<file path="src/rtl/pll_sup_pkg.sv">
// rtl/pll_sup_pkg.sv - shared state encoding and timer sizing for the PLL lock supervisor
package pll_sup_pkg;

    localparam int STATE_W = 3;

    typedef enum logic [STATE_W-1:0] {
        PLL_RESET = 3'd0,
        WAIT_LOCK = 3'd1,
        STABLE    = 3'd2,
        RUN       = 3'd3,
        FAULT     = 3'd4
    } pll_state_t;

    // One timer serves every state, so it is sized for the longest interval it has to count.
    function automatic int timer_width(input int a, input int b, input int c);
        int m;
        m = a;
        if (b > m) m = b;
        if (c > m) m = c;
        return (m > 2) ? $clog2(m) : 1;
    endfunction

endpackage

</file>
<file path="src/rtl/sync_bit.sv">
// rtl/sync_bit.sv - single-bit multi-flop synchronizer with synchronous active-low reset
module sync_bit #(
    parameter int STAGES = 2
) (
    input  logic clk,
    input  logic reset_n,
    input  logic d,
    output logic q
);

    logic [STAGES-1:0] chain;

    // Shift the asynchronous input through the flop chain; the last flop is the clean copy.
    always_ff @(posedge clk) begin
        if (!reset_n) begin
            chain <= '0;
        end else begin
            chain <= {chain[STAGES-2:0], d};
        end
    end

    assign q = chain[STAGES-1];

endmodule

</file>
<file path="src/rtl/pll_lock_supervisor.sv">
// rtl/pll_lock_supervisor.sv - PLL reset/lock supervisor, optional lock-loss glitch filter via PLL_LOCK_GLITCH_FILTER_EN
module pll_lock_supervisor
    import pll_sup_pkg::*;
#(
    parameter int SYNC_STAGES      = 2,
    parameter int PLL_RESET_CYCLES = 48,
    parameter int LOCK_TIMEOUT     = 480000,
    parameter int STABLE_CYCLES    = 4800,
    parameter int MAX_RETRIES      = 8,
    parameter int CNT_W            = 8
`ifdef PLL_LOCK_GLITCH_FILTER_EN
    ,
    parameter int GLITCH_CYCLES    = 4
`endif
) (
    input  logic             clock_in,
    input  logic             reset_n,
    input  logic             pll_locked,
    input  logic             retry,
    input  logic             clear_counts,
    output logic             pll_resetb,
    output logic             sys_reset_n,
    output logic             fault,
    output logic [CNT_W-1:0] retry_count,
    output logic [CNT_W-1:0] loss_count,
    output logic [2:0]       state
);

    localparam int TW = timer_width(PLL_RESET_CYCLES, LOCK_TIMEOUT, STABLE_CYCLES);
    localparam logic [TW-1:0]    RESET_LAST   = TW'(PLL_RESET_CYCLES - 1);
    localparam logic [TW-1:0]    TIMEOUT_LAST = TW'(LOCK_TIMEOUT - 1);
    localparam logic [TW-1:0]    STABLE_LAST  = TW'(STABLE_CYCLES - 1);
    localparam logic [CNT_W-1:0] RETRY_LIMIT  = CNT_W'(MAX_RETRIES);

    pll_state_t       cur_state;
    logic [TW-1:0]    timer;
    logic             locked_s;
    logic             loss;
    logic [CNT_W-1:0] retry_next;

    sync_bit #(
        .STAGES (SYNC_STAGES)
    ) u_lock_sync (
        .clk     (clock_in),
        .reset_n (reset_n),
        .d       (pll_locked),
        .q       (locked_s)
    );

    assign retry_next = retry_count + CNT_W'(1);
    assign state      = cur_state;

`ifdef PLL_LOCK_GLITCH_FILTER_EN
    localparam int LW = (GLITCH_CYCLES > 2) ? $clog2(GLITCH_CYCLES) : 1;
    localparam logic [LW-1:0] LOW_LAST = LW'(GLITCH_CYCLES - 1);

    logic [LW-1:0] low_run;

    // Count preceding consecutive low cycles of locked_s, saturating at the loss threshold.
    always_ff @(posedge clock_in) begin
        if (!reset_n || locked_s) begin
            low_run <= '0;
        end else if (low_run != LOW_LAST) begin
            low_run <= low_run + LW'(1);
        end
    end

    assign loss = !locked_s && (low_run == LOW_LAST);
`else
    assign loss = !locked_s;
`endif

    // Acquisition FSM; outputs are updated on the same edge as the transition that changes them.
    always_ff @(posedge clock_in) begin
        if (!reset_n) begin
            cur_state   <= PLL_RESET;
            timer       <= '0;
            pll_resetb  <= 1'b0;
            sys_reset_n <= 1'b0;
            fault       <= 1'b0;
            retry_count <= '0;
            loss_count  <= '0;
        end else begin
            case (cur_state)
                PLL_RESET: begin
                    if (timer == RESET_LAST) begin
                        cur_state  <= WAIT_LOCK;
                        timer      <= '0;
                        pll_resetb <= 1'b1;
                    end else begin
                        timer <= timer + TW'(1);
                    end
                end
                WAIT_LOCK: begin
                    // A lock seen on the timeout cycle still counts as a successful acquisition.
                    if (locked_s) begin
                        cur_state <= STABLE;
                        timer     <= '0;
                    end else if (timer == TIMEOUT_LAST) begin
                        timer       <= '0;
                        retry_count <= retry_next;
                        pll_resetb  <= 1'b0;
                        if (retry_next == RETRY_LIMIT) begin
                            cur_state <= FAULT;
                            fault     <= 1'b1;
                        end else begin
                            cur_state <= PLL_RESET;
                        end
                    end else begin
                        timer <= timer + TW'(1);
                    end
                end
                STABLE: begin
                    // Lock dropping before the stable interval is not a loss event, just a new wait.
                    if (!locked_s) begin
                        cur_state <= WAIT_LOCK;
                        timer     <= '0;
                    end else if (timer == STABLE_LAST) begin
                        cur_state   <= RUN;
                        timer       <= '0;
                        sys_reset_n <= 1'b1;
                    end else begin
                        timer <= timer + TW'(1);
                    end
                end
                RUN: begin
                    if (loss) begin
                        cur_state   <= PLL_RESET;
                        timer       <= '0;
                        pll_resetb  <= 1'b0;
                        sys_reset_n <= 1'b0;
                        retry_count <= '0;
                        if (loss_count != '1) begin
                            loss_count <= loss_count + CNT_W'(1);
                        end
                    end
                end
                FAULT: begin
                    if (retry) begin
                        cur_state   <= PLL_RESET;
                        timer       <= '0;
                        fault       <= 1'b0;
                        retry_count <= '0;
                    end
                end
                default: begin
                    cur_state   <= PLL_RESET;
                    timer       <= '0;
                    pll_resetb  <= 1'b0;
                    sys_reset_n <= 1'b0;
                    fault       <= 1'b0;
                end
            endcase
            // Clearing wins over an increment landing on the same edge.
            if (clear_counts) begin
                loss_count <= '0;
            end
        end
    end

endmodule

</file>
<file path="config.mk">
export PLATFORM = sky130hd
export DESIGN_NAME = pll_lock_supervisor
export DESIGN_NICKNAME = d
export VERILOG_FILES = /design/src/rtl/pll_sup_pkg.sv /design/src/rtl/sync_bit.sv /design/src/rtl/pll_lock_supervisor.sv
export SDC_FILE = /design/constraint.sdc
export NUM_CORES = 1
export LEC_CHECK = 0
export ABC_CLOCK_PERIOD_IN_PS = 2900
export CAP_MARGIN = 20
export CORE_ASPECT_RATIO = 1.2
export CORE_MARGIN = 10
export CORE_UTILIZATION = 50
export DETAILED_ROUTE_END_ITERATION = 12
export PLACE_DENSITY_LB_ADDON = 0.08
export SYNTH_ARGS = -nofsm -noshare
export SYNTH_HDL_FRONTEND = slang
export SYNTH_HIERARCHICAL = 1
export SYNTH_SLANG_ARGS = --single-unit
</file>
<file path="constraint.sdc">
create_clock -name clock_in -period 2.9 [get_ports clock_in]
set_input_delay 0.87 -clock clock_in [delete_from_list [all_inputs] [get_ports clock_in]]
set_output_delay 0.87 -clock clock_in [all_outputs]
set_load 0.02 [all_outputs]
</file>
### Word level (Yosys, flattened, before mapping)

Index checks and enable logic that the tools add are counted.

* add/sub/neg operators: 3
* eq/ne operators: 19
* multiplexer cells: 35
* bitwise operators: 5
* reduce and logical (&&, ||, !) cells: 13

Operators with widths (count)
* $mux W19: 7
* $pmux W19 S5: 1
* $mux W8: 4
* $mux W3: 8
* $pmux W8 S3: 1
* $reduce_and A5 Y1: 4
* $add A19 B1 Y19 const B: 1
* $eq A19 B13 Y1 const B: 1
* $eq A19 B19 Y1 const B: 1
* $eq A19 B6 Y1 const B: 1
* $add A8 B1 Y8 const B: 2
* $pmux W3 S5: 1
* $ne A2 B2 Y1 const B: 7
* $mux W1: 10
* $eq A8 B4 Y1 const B: 1
* $ne A8 B8 Y1 const B: 1
* $eq A3 B2 Y1 const B: 2
* $pmux W1 S3: 2
* $reduce_or A3 Y1: 2
* $not A1 Y1: 5
* $pmux W1 S4: 1
* $reduce_and A4 Y1: 1
* $reduce_or A2 Y1: 2
* $eq A3 B1 Y1 const B: 1
* other kinds (8): 8

* register bits: 43
* bits of input ports: 5
* output and inout bits: 22
* word-level logic and storage cells: 83

### Logic depth before layout (Yosys ltp)

Gate-level depths: netlist (run 1).

* word-level depth: 6
* gate-level depth with buffers: 9
* mapped depth without buffers: 7

### Modules after synthesis

Netlist (run 1), hierarchy kept.

Modules (own cells, without submodules)
* pll_lock_supervisor: instances 1, cells an instance 269, area an instance 2183.3 sq um
* sync_bit: instances 1, cells an instance 4, area an instance 52.6 sq um

### Worst setup path before layout (run 1)

No wires, ideal clock.

* kind: register to register
* start point: register timer[8]
* end point: register timer[13]
* setup time: 115 ps
* data arrival time: 2328 ps
* required time: 2785 ps
* slack: 457 ps
* stages on the path, launching flop included: 9
* path buffers: 2
* cells stage by stage: dfxtp_1 -> or4_4 -> or4_1 -> buf_2 -> o311ai_2 -> nand3_2 -> o21ai_2 -> buf_6 -> nor2_1

* longest elaborated chain between the ends: 4
* elaborated cells on any way between the ends: 10
* classes of those cells: 1 x add/sub; 3 x eq/ne; 6 x mux

RTL lines
* start, declared: line pll_lock_supervisor.sv:36 `logic [TW-1:0] timer;`
* start signal, assigned: line pll_lock_supervisor.sv:91 `timer <= timer + TW'(1);`
* start signal, assigned: line pll_lock_supervisor.sv:110 `timer <= timer + TW'(1);`
* start signal, assigned: line pll_lock_supervisor.sv:123 `timer <= timer + TW'(1);`
* $add A19 B1 Y19, or another cell as far along: line pll_lock_supervisor.sv:91, pll_lock_supervisor.sv:110, pll_lock_supervisor.sv:123
* $mux W19, on equally long branches: line pll_lock_supervisor.sv:118, pll_lock_supervisor.sv:99
* $mux W19, on equally long branches: line pll_lock_supervisor.sv:115, pll_lock_supervisor.sv:96
* $pmux W19 S5 (*): line pll_lock_supervisor.sv:84 `case (cur_state)`

Mark *: on every way between the ends. The rest lies on a longest branch, timed or not.
A chain may end at the register's enable or synchronous reset.

### Worst setup path in the final report (run 1)

* start point: register timer[8]
* end point: register cur_state[2], in the netlist state[2]

* longest elaborated chain between the ends: 3
* elaborated cells on any way between the ends: 7
* classes of those cells: 6 x eq/ne; 1 x reduce/logical

RTL lines
* $eq A19 B13 Y1, or another cell as far along: line pll_lock_supervisor.sv:118 `end else if (timer == STABLE_LAST) begin`
* $ne A3 B3 Y1 (no source line), or another cell as far along
* $reduce_and A5 Y1 (no source line) (*)
* end signal, assigned: line pll_lock_supervisor.sv:116 `cur_state <= WAIT_LOCK;`
* end signal, assigned: line pll_lock_supervisor.sv:119 `cur_state <= RUN;`
* end signal, assigned: line pll_lock_supervisor.sv:128 `cur_state <= PLL_RESET;`
* end, declared: line pll_lock_supervisor.sv:35 `pll_state_t cur_state;`

Marks and branches as above.

==> results of run 1 <==
## how the worst max path moves through the flow
| stage | from | end | slack [ps] | cells past startpoint |
|---|---|---|---|---|
| 2_1_floorplan | timer[8] | timer[13] | 460 | 8 |
| 6_report | timer[8] | state[2] | 290 | 6 |
| 5_1_grt | timer[8] | timer[15] | 150 | 7 |
| 4_1_cts | timer[8] | state[2] | 290 | 6 |
| 3_5_place_dp | retry | timer[12] | 200 | 8 |
| 3_3_place_gp | retry | timer[12] | 270 | 8 |
## layout by cell type (no fill, tap or decap), types with 2 or more instances in the layout
master / Yosys / routed
nand3_1: 19 / 19
nor4b_1: 2 / 2
a31o_2: 2 / 2
inv_1: 5 / 5
nand4b_1: 2 / 2
nand2_1: 29 / 29
ha_1: 3 / 3
xor2_1: 12 / 12
clkdlybuf4s50_1: 0 / 26
nor4_1: 4 / 4
clkbuf_8: 0 / 7
mux2i_1: 4 / 4
nand4_1: 11 / 11
a31oi_1: 3 / 3
o211ai_1: 2 / 2
nor2b_1: 2 / 2
nor3_1: 9 / 9
a21oi_1: 9 / 9
xnor2_1: 8 / 8
a22oi_1: 4 / 4
and2_1: 3 / 3
nand2b_1: 2 / 2
buf_4: 0 / 11
o221ai_1: 2 / 2
or3_1: 6 / 6
nor2_1: 39 / 39
and3_1: 3 / 3
or4_1: 4 / 4
o21ai_0: 9 / 9
dfxtp_1: 43 / 43
## cells by family after synthesis
logic type      count (synthesis)  synth area share [%]
flops                          43                  38.5
simple gates                  145                  33.6
compound gates                 40                  12.4
mux                             6                  2.80
buf+inv                        16                  3.13
fa+ha+maj                       3                  1.68
xor+xnor                       20                  7.83
## layer usage
| layer | vias to the layer above | wire (µm) | global-route usage, % |
|---|---|---|---|
| li1 | 1045 | - | - |
| met1 | 987 | 2190 | 15.9 |
| met2 | 28 | 2530 | 24.0 |
| met3 | 4 | 223 | 2.97 |
| met4 | 0 | 40 | 4.34 |
| met5 | - | 0 | 0 |
## sequential cells by signal (all words and copies together), names as in the netlist
register	count
timer	19
loss_count	8
retry_count	8
state	3
u_lock_sync/chain	2
fault	1
pll_resetb	1
sys_reset_n	1
## cells in the mapped netlist, types with 5 or more instances
master,instances,area share [%]
inv_1,5,0.84
xor2_1,12,4.7
a21oi_1,9,2.0
nor3_1,9,2.0
nand2_1,29,4.9
nand4_1,11,3.1
clkbuf_1,7,1.2
or3_1,6,1.7
nor2_1,39,6.5
dfxtp_1,43,39
xnor2_1,8,3.1
o21ai_0,9,2.0
nand3_1,19,4.3
## critical path, stage by stage, from the launching register on
cell	delay [ps]
dfxtp_1	350
or4_4	560
or4_1	630
o311ai_2	350
and3_1	310
nand2_2	100
o31ai_2	240
## per-stage QoR
| stage | utilization, % | setup WS (ps) | instances |
|---|---|---|---|
| finish | 62.8 | 291 | 363 |
| CTS | 62.8 | 289 | 363 |
| global route | 62.8 | 154 | 363 |
| floorplan | - | 457 | 273 |
| global placement | 60.5 | 272 | 355 |
| detailed placement | 60.5 | 196 | 355 |
## power breakdown
part	internal [µW]	leakage, µW	total, µW	switching [µW]
clock network	217	0.0000515	415	198
logic	14.4	0.000553	31.7	17.3
registers	595	0.000347	601	6.06
total	826	0.000952	1050	221
## layout make-up
type | count | share of cell area, %
sequential | 43 | 31.9
inverter | 5 | 0.696
tap | 56 | 2.60
clock buffer | 8 | 3.71
multi-input combinational | 214 | 48.4
timing repair buffer | 37 | 12.7
==> tab_implementation.tex, run 1 <==
\begin{tabular}{lr}
\hline
Metric & Value \\
\hline
\multicolumn{2}{l}{\textbf{Outcome}} \\
Status & finished, final reports clean \\
\multicolumn{2}{l}{\textbf{Place}} \\
Port Buffers & 26 \\
Sum of net half-perimeters after detailed placement & 3740 µm \\
Total cell area at the placement stage & about 2600 µm² \\
Routability-driven placement congestion ratio & 0.842 \\
\multicolumn{2}{l}{\textbf{STA}} \\
Clock skew after layout & 4.73 ps \\
Final Critical Period & $\sim$2600 ps \\
Number of pins with negative max-slew slack in the final report & 0 \\
Relative max-transition margin & 66.2\% \\
Final hold violation count & 0 \\
RSZ-0062 raised after global routing & false \\
Final TNS setup & 0 ps \\
Final Cycle Share & 90.0\% \\
Final setup viols & 0 \\
Fmax achieved & around 0.38 GHz \\
Measured slew at the worst slew-check pin & 499 ps \\
Hold Slack & around 440 ps \\
\multicolumn{2}{l}{\textbf{Route}} \\
Initial drt markers & 114 \\
Final wirelength & 4980 µm \\
Antenna Violating Nets Remaining & 0 \\
Number of DRC violations after detailed routing & 0 \\
Routed vias & roughly 2.1k \\
1st-pass router iterations & 4 \\
Routed wire length per instance & around 14 µm \\
Vias/cell & 5.69 \\
\multicolumn{2}{l}{\textbf{Final layout}} \\
Sequential cell area & 861 µm² \\
Synth-to-Final Area Change & 20.6\% \\
Multi-input combinational cell area & between 1000 and 1500 µm² \\
Fraction of final layout cells with drive strength greater than 1 & 10.7\% \\
Final design instance area without fill & 2700 µm² \\
Diodes inserted & 0 \\
Number of nets in the final layout & 314 \\
Filler Cell Count & 423 \\
\multicolumn{2}{l}{\textbf{Yosys}} \\
Syn\_area\_per\_cell & around 8.2 µm² \\
Top FF cell, synth & dfxtp\_1 \\
Seq cells post-synth & 43 \\
Share of flip-flops with an asynchronous set or reset & 0\% \\
Synthesized net count & 281 \\
Post-synth cell types & between 50 and 60 \\
Post-synthesis instance area & 2240 µm² \\
Synthesized netlist cell count & 273 \\
Count of yosys warnings during synthesis & 6 \\
Count of flip-flops with a built-in enable after synthesis & 0 \\
Fraction of the yosys area taken by sequential cells & 38.5\% \\
\multicolumn{2}{l}{\textbf{Hold path}} \\
Class of the tightest hold or removal check & reg2reg \\
Hold-critical path depth & 1 \\
Worst min-delay path endpoint & u\_lock\_sync/chain[1] \\
Beginning of the worst hold path & u\_lock\_sync/chain[0] \\
\multicolumn{2}{l}{\textbf{Power and ir drop}} \\
PnR Total Power & 1050 µW \\
Power Dens Cells & 388 nW/µm² \\
Standby leakage power & 0.000952 µW \\
VDD IR-drop max & between 0.3 and 0.4 mV \\
\multicolumn{2}{l}{\textbf{Critical path}} \\
Capturing element type of the critical path & flip-flop \\
Crit path required time & 3120 ps \\
Origin of the critical flop-to-flop path & timer[8] \\
Reg2Reg Capture Point & state[2] \\
Setup slack of the most critical reg-to-reg path & 290 ps \\
Critical path startpoint category & flip-flop \\
Path type of the worst setup path & reg2reg \\
CP max FO & 5 \\
Register-to-Register Path Depth & 6 \\
Arrival time of data at the critical path endpoint & 2820 ps \\
\multicolumn{2}{l}{\textbf{Clock tree}} \\
Clock tree from TritonCTS & done \\
Clock Sink Count & 43 \\
Buffer levels on the longest clock path & 2 \\
Post-cts sizing count & 0 \\
TritonCTS Buffers & 5 \\
Post-CTS repair timing setup buffer count & 0 \\
Clock root cell & clkbuf\_8 \\
Total number of H-tree levels & 2 \\
Clock slew seen by the registers of the worst setup and hold paths & 80 ps \\
Clock latency of the later-clocked register in the worst-skew pair & 290 ps \\
Hold buffer count at CTS & 0 \\
\multicolumn{2}{l}{\textbf{Die}} \\
Die outline width & 81.0 µm \\
Core ar. & 4290 µm² \\
Count of standard-cell rows & 26 \\
I/O pin total & 27 \\
Die span in y & approximately 93 µm \\
Initial cell density of the core & 52.1\% \\
Die Footprint & 7560 µm² \\
\multicolumn{2}{l}{\textbf{GRT}} \\
Overflow left after global routing & 0 \\
Antenna violations before repair & 0 \\
Overall Global Routing Usage & $\sim$14\% \\
Vias in the first global route & 1889 \\
Maximum number of pins on one net before global-route repair & 18 \\
Wire length of the first global-routing pass & 8660 µm \\
\multicolumn{2}{l}{\textbf{Job}} \\
Number of maximum-capacitance constraint violations & 0 \\
\hline
\end{tabular}
(Power assumes the default switching activity.)
==> run 2: changes to the inputs <==
--- a/config.mk
+++ b/config.mk
@@ -5,8 +5,7 @@
 export SDC_FILE = /design/constraint.sdc
 export NUM_CORES = 1
 export LEC_CHECK = 0
-export ABC_CLOCK_PERIOD_IN_PS = 2900
-export CAP_MARGIN = 20
+export CAP_MARGIN = 10
 export CORE_ASPECT_RATIO = 1.2
 export CORE_MARGIN = 10
 export CORE_UTILIZATION = 50
==> results of run 2 <==
No change in the layout: final DEF, timing and power equal those of run 1.
==> run 3: changes to the inputs <==
==> constraint.sdc (replaced) <==
create_clock -name clock_in -period 2.9 [get_ports clock_in]
set_input_delay 0.725 -clock clock_in [delete_from_list [all_inputs] [get_ports clock_in]]
set_output_delay 0.725 -clock clock_in [all_outputs]
set_load 0.02 [all_outputs]
==> run 3 against run 2 <==
  * Flip-flop and latch count did not move
  * Via count fell by 5.4%
  * Sequential power barely moved
  * Critical path type unchanged
  * Largest power group unchanged
==> tab_implementation.tex, run 3 (synthesis gave the netlist of run 1 again) <==
\begin{tabular}{lr}
\hline
Metric & Value \\
\hline
\multicolumn{2}{l}{\textbf{STA}} \\
Final setup viols & 0 (unchanged) \\
Fmax achieved & 0.380 GHz (-0.84\%) \\
Number of pins with negative max-slew slack in the final report & 0 (unchanged) \\
Relative max-transition margin & 56.8\% (-9.4 points) \\
Measured slew at the worst slew-check pin & 646 ps (+147 ps) \\
Final Critical Period & 2630 ps (+22.1 ps) \\
Final hold violation count & 0 (unchanged) \\
Clock skew after layout & 3.98 ps (-0.743 ps) \\
Final Cycle Share & 90.7\% (+0.76 points) \\
RSZ-0062 raised after global routing & false \\
\multicolumn{2}{l}{\textbf{Place}} \\
Sum of net half-perimeters after detailed placement & 3650 µm (-2.3\%) \\
Port Buffers & 26 (unchanged) \\
Number of instances in the placed design & 351 (-1.1\%) \\
Routability-driven placement congestion ratio & 0.797 (-5.3\%) \\
Total cell area at the placement stage & 2570 µm² (-1.2\%) \\
\multicolumn{2}{l}{\textbf{Route}} \\
Routed wire length per instance & 13.6 µm (-0.69\%) \\
1st-pass router iterations & 5 (+1) \\
Final wirelength & 4860 µm (-2.3\%) \\
Antenna Violating Nets Remaining & 0 (unchanged) \\
Initial drt markers & 104 (-8.8\%) \\
Vias/cell & 5.47 (-3.8\%) \\
Number of DRC violations after detailed routing & 0 (unchanged) \\
Routed vias & 1953 (-5.4\%) \\
\multicolumn{2}{l}{\textbf{Die}} \\
I/O pin total & 27 (unchanged) \\
Die outline width & 81.0 µm (unchanged) \\
Initial cell density of the core & 52.1\% (unchanged) \\
Core ar. & 4290 µm² (unchanged) \\
Die Footprint & 7560 µm² (unchanged) \\
Die span in y & 93.3 µm (unchanged) \\
Count of standard-cell rows & 26 (unchanged) \\
\multicolumn{2}{l}{\textbf{Power and ir drop}} \\
PnR Total Power & 972 µW (-7.2\%) \\
Power Dens Cells & 367 nW/µm² (-5.4\%) \\
VDD IR-drop max & 0.266 mV (-18\%) \\
Standby leakage power & 0.000918 µW (-3.5\%) \\
\multicolumn{2}{l}{\textbf{Final layout}} \\
Diodes inserted & 0 (unchanged) \\
Final design instance area without fill & 2650 µm² (-1.9\%) \\
Commonest cells after routing, fill and taps aside & dfxtp\_1 (43), nor2\_1 (39), nand2\_1 (29), clkdlybuf4s50\_1 (26), nand3\_1 (19) \\
Registers with the most flip-flops & timer (19), loss\_count (8), retry\_count (8) \\
Final Non-Filler Cells & 357 (-1.7\%) \\
Fraction of final layout cells with drive strength greater than 1 & 9.30\% (-1.4 points) \\
Filler Cell Count & 401 (-5.2\%) \\
Most common library cell in the layout ignoring fill and taps & dfxtp\_1 \\
Multi-input combinational cell area & 1310 µm² (+0.48\%) \\
Number of nets in the final layout & 310 (-1.3\%) \\
Synth-to-Final Area Change & 18.4\% \\
Largest Register & timer \\
Flip-flop count of the largest register, all copies and words added & 19 (unchanged) \\
Sequential cell area & 861 µm² (unchanged) \\
\multicolumn{2}{l}{\textbf{Clock tree}} \\
Hold buffer count at CTS & 0 (unchanged) \\
Post-CTS repair timing setup buffer count & 0 (unchanged) \\
Clock tree from TritonCTS & done \\
Total number of H-tree levels & 2 (unchanged) \\
Clock root cell & clkbuf\_8 \\
Post-cts sizing count & 0 (unchanged) \\
Buffer levels on the longest clock path & 2 (unchanged) \\
Clock latency of the later-clocked register in the worst-skew pair & 290 ps (about the same) \\
TritonCTS Buffers & 5 (unchanged) \\
Clock Sink Count & 43 (unchanged) \\
Clock slew seen by the registers of the worst setup and hold paths & 70 ps (about the same) \\
\multicolumn{2}{l}{\textbf{Hold path}} \\
Class of the tightest hold or removal check & reg2reg \\
\multicolumn{2}{l}{\textbf{Critical path}} \\
Critical path startpoint category & flip-flop \\
Arrival time of data at the critical path endpoint & 2860 ps (+40 ps) \\
Crit path required time & 3130 ps (about the same) \\
Capturing element type of the critical path & flip-flop \\
Critical path cell sequence & or4\_4 > or4\_1 > nor3b\_4 > buf\_4 > nand4\_1 > mux2\_1 > nor2\_1 \\
Buf+Inv Stages, Crit Path & 1 (+1) \\
Slowest cell on crit path & or4\_1 \\
Crit path max-delay family & simple AND/OR/NAND/NOR gates \\
Setup slack of the most critical reg-to-reg path & 270 ps (-20 ps) \\
Maximum single-stage delay on the critical path & 640 ps (about the same) \\
CP max FO & 6 (+1) \\
Path type of the worst setup path & reg2reg \\
\multicolumn{2}{l}{\textbf{GRT}} \\
Vias in the first global route & 1870 (-1.0\%) \\
Overflow left after global routing & 0 (unchanged) \\
Overall Global Routing Usage & 13.3\% (-0.32 points) \\
Antenna violations before repair & 0 (unchanged) \\
Maximum number of pins on one net before global-route repair & 18 (unchanged) \\
Wire length of the first global-routing pass & 8340 µm (-3.7\%) \\
\multicolumn{2}{l}{\textbf{Outcome}} \\
Status & finished, final reports clean \\
\multicolumn{2}{l}{\textbf{Job}} \\
Number of maximum-capacitance constraint violations & 0 (unchanged) \\
\hline
\end{tabular}
run 3: cell count changes in the layout (fill, tap and decap cells not counted), sizes merged:
| cell | previous run | this run |
|---|---|---|
| buf | 11 | 7 |
| clkbuf | 8 | 6 |
run 3: path summary, 6_finish.rpt:
kind,to,start,cells past startpoint
worst max register to register,retry_count[3],timer[8],7
worst max-delay path,retry_count[3],timer[8],7
worst min register to register,u_lock_sync/chain[1],u_lock_sync/chain[0],1
worst min-delay path,u_lock_sync/chain[1],u_lock_sync/chain[0],1
run 3: layer usage:
metal  GRT usage (%)  vias to the layer above  routed length, µm
met4            5.06                        0                 43
li1                -                     1036                  -
met2            23.4                       22               2470
met3            2.97                        4                207
met5               0                        -                  0
met1            15.2                      891               2140
run 3: final cells by class:
| type | count | area share, % |
|---|---|---|
| Clock buffer | 6 | 2.74 |
| Inverter | 5 | 0.709 |
| Multi-Input combinational cell | 214 | 49.6 |
| Sequential cell | 43 | 32.5 |
| Tap cell | 56 | 2.65 |
| Timing Repair Buffer | 33 | 11.8 |
run 3: where the power goes:
group          total, µW  leakage, µW  internal [µW]  switching, µW
Clock                341    0.0000371            160            180
Combinational       30.6     0.000534           13.5           17.1
Sequential           601     0.000347            595           5.86
Total                972     0.000918            769            203
run 3: worst reg2reg max path, stage by stage (launching register included):
cell and delay (ps):
dfxtp_1 340, or4_4 550, or4_1 640, nor3b_4 340
buf_4 200, nand4_1 110, mux2_1 320, nor2_1 80
run 3: per-stage QoR:
| stage | setup TNS [ps] | util (%) | hold slack, ps | worst slack (ps) |
|---|---|---|---|---|
| 2_1_floorplan | 0 | - | 412 | 457 |
| 3_3_place_gp | -376 | 59.8 | 413 | -116 |
| 3_5_place_dp | -524 | 59.8 | 420 | -154 |
| 4_1_cts | 0 | 61.5 | 446 | 157 |
| 5_1_grt | 0 | 61.6 | 462 | 144 |
| 6_report | 0 | 61.6 | 442 | 269 |
